## config.mk

```make
export PLATFORM = sky130hd
export DESIGN_NAME = skid_pipeline
export DESIGN_NICKNAME = d
export VERILOG_FILES = /design/src/rtl/skid_pipeline.sv
export SDC_FILE = /design/constraint.sdc
export NUM_CORES = 1
export LEC_CHECK = 0
export BUFFER_PORTS_ARGS = -buffer_cell sky130_fd_sc_hd__buf_2
export CAP_MARGIN = 20
export CORE_ASPECT_RATIO = 0.8
export CORE_UTILIZATION = 55
export DETAILED_ROUTE_END_ITERATION = 12
export PLACE_DENSITY = 0.77
export SYNTH_ARGS = -nofsm -noshare
export SYNTH_HDL_FRONTEND = slang
export SYNTH_SLANG_ARGS = --single-unit
```

## constraint.sdc

```tcl
create_clock -name clk -period 2.3 [get_ports clk]
set_input_delay 0.115 -clock clk [delete_from_list [all_inputs] [get_ports clk]]
set_output_delay 0.115 -clock clk [all_outputs]
set_load 0.02 [all_outputs]
```

## src/rtl/skid_pipeline.sv

```systemverilog
// Chain of DEPTH full-throughput skid-buffer stages on a valid/ready stream,
// with a registered occupancy count and a synchronous flush.
module skid_pipeline #(
    parameter  int unsigned DATA_WIDTH = 7,
    parameter  int unsigned DEPTH      = 2,
    localparam int unsigned CNT_W      = $clog2(2 * DEPTH + 1)
) (
    input  logic                  clk,
    input  logic                  rst,
    input  logic                  flush,
    input  logic [DATA_WIDTH-1:0] up_bus,
    input  logic                  up_val,
    output logic                  up_rdy,
    output logic [DATA_WIDTH-1:0] dn_bus,
    output logic                  dn_val,
    input  logic                  dn_rdy,
    output logic [CNT_W-1:0]      count
);

    logic [DEPTH-1:0]      main_val;
    logic [DEPTH-1:0]      stg_rdy;
    logic [DEPTH-1:0]      in_val_c;
    logic [DEPTH-1:0]      out_rdy_c;
    logic [DATA_WIDTH-1:0] main_data [DEPTH];
    logic [DATA_WIDTH-1:0] in_data_c [DEPTH];
    logic                  in_fire_c;
    logic                  out_fire_c;

    genvar k;
    generate
        for (k = 0; k < DEPTH; k++) begin : g_stage
            logic                  mv;
            logic                  sv;
            logic                  rd;
            logic [DATA_WIDTH-1:0] md;
            logic [DATA_WIDTH-1:0] sd;
            logic                  acc_c;

            // Stage k is fed by stage k-1 (or the producer) and drained by k+1 (or the consumer).
            if (k == 0) begin : g_head
                assign in_val_c[k]  = up_val;
                assign in_data_c[k] = up_bus;
            end else begin : g_mid
                assign in_val_c[k]  = main_val[k-1];
                assign in_data_c[k] = main_data[k-1];
            end
            if (k == DEPTH - 1) begin : g_tail
                assign out_rdy_c[k] = dn_rdy;
            end else begin : g_next
                assign out_rdy_c[k] = stg_rdy[k+1];
            end

            assign acc_c        = in_val_c[k] & rd;
            assign main_val[k]  = mv;
            assign main_data[k] = md;
            assign stg_rdy[k]   = rd;

            // Ready is kept as a flop equal to !skid valid so it never sees dn_rdy combinationally.
            always_ff @(posedge clk or posedge rst) begin
                if (rst) begin
                    mv <= 1'b0;
                    sv <= 1'b0;
                    rd <= 1'b1;
                    md <= '0;
                    sd <= '0;
                end else if (flush) begin
                    mv <= 1'b0;
                    sv <= 1'b0;
                    rd <= 1'b1;
                end else if (!mv || out_rdy_c[k]) begin
                    if (sv) begin
                        md <= sd;
                        mv <= 1'b1;
                    end else if (acc_c) begin
                        md <= in_data_c[k];
                        mv <= 1'b1;
                    end else begin
                        mv <= 1'b0;
                    end
                    sv <= 1'b0;
                    rd <= 1'b1;
                end else if (acc_c) begin
                    sd <= in_data_c[k];
                    sv <= 1'b1;
                    rd <= 1'b0;
                end
            end
        end
    endgenerate

    assign up_rdy     = stg_rdy[0];
    assign dn_val     = main_val[DEPTH-1];
    assign dn_bus     = main_data[DEPTH-1];
    assign in_fire_c  = up_val & stg_rdy[0];
    assign out_fire_c = main_val[DEPTH-1] & dn_rdy;

    // Occupancy tracks accepted minus delivered words; bounded by 2*DEPTH by construction.
    always_ff @(posedge clk or posedge rst) begin
        if (rst) begin
            count <= '0;
        end else if (flush) begin
            count <= '0;
        end else begin
            count <= count + CNT_W'(in_fire_c) - CNT_W'(out_fire_c);
        end
    end

endmodule

```

==> results.json <==
{
  "overflow": 0,
  "drv_slew": 0,
  "cts_tree": "done",
  "critPathBufInv": 2,
  "worstSetupEndpointType": "flip-flop",
  "synth.distinct_cells": 24,
  "fin_worst_skew_ns": 0.00429,
  "reg2regPathDepth": 8,
  "diodes": 0,
  "synth_seq_cells": 37,
  "slowest_stage": "dfstp_2",
  "yosys.area.top_type": "dfrtp_1",
  "worst_pin_slew_ns": 0.638,
  "met2_length_um": 1340,
  "crit_start": "up_rdy",
  "die_width_um": 63.3,
  "path_delay_family": "adder cells",
  "holdPathStages": 2,
  "core_area_um2": 2810,
  "synth_edf_count": 0,
  "num_rows": 17,
  "utilization": 0.686,
  "required_ns": 2.47,
  "drtIter0Drc": 10,
  "relSlewSlack": 0.572,
  "synth_cells": 113,
  "ios": 24,
  "cap_violations": 0,
  "setup_viol": 0,
  "finalCriticalPeriod_ns": 1.96,
  "fin_crit_sh": 0.853,
  "wl_met3_um": 97,
  "first_pass_iters": 3,
  "start_util": 0.590,
  "wl_per_cell_um": 14.9,
  "grt_max_degree": 38,
  "synth_top_area_frac": 0.529,
  "syn_nets": 128,
  "pre_cts_slack_ns": 0.330,
  "ys_async_sr_fraction": 1.00,
  "cp_cell_sequence": "nand2_1 -> ha_1 -> inv_1 -> ha_1 -> inv_1 -> fa_1 -> xnor2_1 -> nor2_1",
  "cp-endpoint": "count[2]",
  "whs_ns": 0.0794,
  "synth.area.top_cells": "dfrtp_1, mux2_2, dfstp_2, ha_1, a211oi_4",
  "crit_type": "flip-flop to flip-flop",
  "status": "finished, final reports clean",
  "top_layer": "met4",
  "grt_pass1_wl_um": 4660,
  "hold_violations": 0,
  "syn_avg_cell_area_um2": 14.6,
  "critical_path.max_fanout": 4,
  "wirelength_um": 2700,
  "synth_ff_type": "dfrtp_1",
  "ir_worst_vdd_mv": 0.636,
  "setup_ws_ns": 0.338,
  "cts_buffer_depth": 2,
  "die-area_um2": 3230,
  "grt_antenna_before_repair": 0,
  "route.detailed.drc": 0,
  "clkSinkCount": 37,
  "die_y_um": 51.1,
  "min_path_type": "primary input to flip-flop",
  "synthTopCellsByCount": "mux2_2, dfrtp_1, inv_1",
  "ant_nets": 0,
  "worstPathArrival_ns": 2.13,
  "power_density_nw_per_um2": 837,
  "nets": 158,
  "drive_gt1_frac": 0.559,
  "leakagePower_nw": 0.934,
  "cp_num_cells": 8,
  "clk_latency_ns": 0.28,
  "yosysMostFrequentCell": "mux2_2",
  "grt_setup_unrepaired": "false",
  "hpwlAfterDp_um": 1890,
  "cts_resized": 0,
  "r2r_end": "count[2]",
  "dpl_cell_area_um2": 1810,
  "ys_warn_count": 0,
  "cp-start-kind": "flip-flop",
  "final.setup.tns_ns": 0,
  "routabilityCongestion": 0.729,
  "fmax_mhz": 510,
  "path_clk_slew_ns": 0.07,
  "grt_usage": 0.202,
  "h-tree-depth": 2,
  "via_per_inst": 5.25,
  "wl_met1_um": 1250,
  "min_from": "up_bus[1]",
  "cts_inserted_buffers": 5,
  "crit_path_max_incr_delay_ns": 0.55,
  "vias": 951,
  "seq_area_frac_synth": 0.561,
  "syn2layout_area_growth_pct": 16.4,
  "cts_root_buffer": "clkbuf_8",
  "regToRegSetupSlack_ns": 0.34,
  "fin_area_um2": 1930,
  "port_buffers": 23,
  "grt_pass1_vias": 971,
  "syn_area_um2": 1660,
  "reg2reg_from": "up_rdy"
}
==> worst min path at each step <==
stage / end / slack (ns)
finish: g_stage[0].sd[1] / 0.08
floorplan: g_stage[0].sd[0] / 0.27
global placement: g_stage[0].sd[3] / 0.24
CTS: g_stage[0].sd[1] / 0.07
global route: g_stage[0].sd[3] / 0.07
detailed placement: g_stage[0].sd[1] / 0.24
==> worst register-to-register path: cells and delay by family, from the launching register on <==
kind,cells,cell delay (ns)
buffers and inverters,2,0.12
adders and majority gates,3,0.82
xor gates and xnor gates,1,0.18
and+or+nand+nor,2,0.19
DFF,1,0.55
==> flip-flops by register name, summed over array words and instances (netlist names) <==
name / count
dn_bus: 7
g_stage.sv: 2
count: 3
up_rdy: 1
g_stage.rd: 1
dn_val: 1
g_stage.md: 7
g_stage.sd: 14
g_stage.mv: 1
==> stage by stage <==
stage	instances	power [mW]
after floorplan	113	1.01
after global placement	173	1.09
after detailed placement	173	1.11
after CTS	181	1.64
after global routing	181	1.69
final	181	1.61
==> cells in the final DEF (no fill, tap or decap), drive strengths merged, types with 2 or more instances in the layout <==
| master | count |
|---|---|
| inv | 5 |
| a21oi | 3 |
| nor2b | 2 |
| mux2 | 42 |
| nor3 | 2 |
| dfstp | 2 |
| dfrtp | 35 |
| nor2 | 5 |
| buf | 25 |
| clkbuf | 5 |
| ha | 2 |
| nand2b | 2 |
==> kinds of logic (layout without fill, tap and decap cells) <==
group,Yosys count,count (layout),synth area share
AOI/OAI and AO/OA,6,6,0.0287
xor gates and xnor gates,2,2,0.0106
adders and majority gates,3,3,0.0272
buffers and inverters,8,38,0.0234
DFF,37,37,0.561
muxes,42,42,0.286
and+or+nand+nor,15,15,0.0635
==> timing repair <==
action / 4_1_cts / 5_1_grt
hold endpoints to repair: 35 / 0
hold buffers: 1 / 0
buffers inserted: 0 / 0
==> layer usage <==
metal,up-vias,GRT usage
li1,453,-
met2,16,0.323
met4,0,0.0568
met3,4,0.0737
met5,-,0
met1,478,0.262
==> power by group <==
part,internal [mW],switching [mW]
clock,0.315,0.207
sequential,0.745,0.0513
combinational,0.144,0.151
==> layout make-up <==
class | instances | area [um^2]
Clock buffer | 5 | 68.8
Clock inverter | 2 | 35.0
Fill cell | 223 | 881
Inverter | 5 | 18.8
Multi-Input combinational cell | 68 | 688
Sequential cell | 37 | 928
Tap cell | 38 | 47.5
Timing Repair Buffer | 26 | 140
Power figures use the tool's default switching activity.
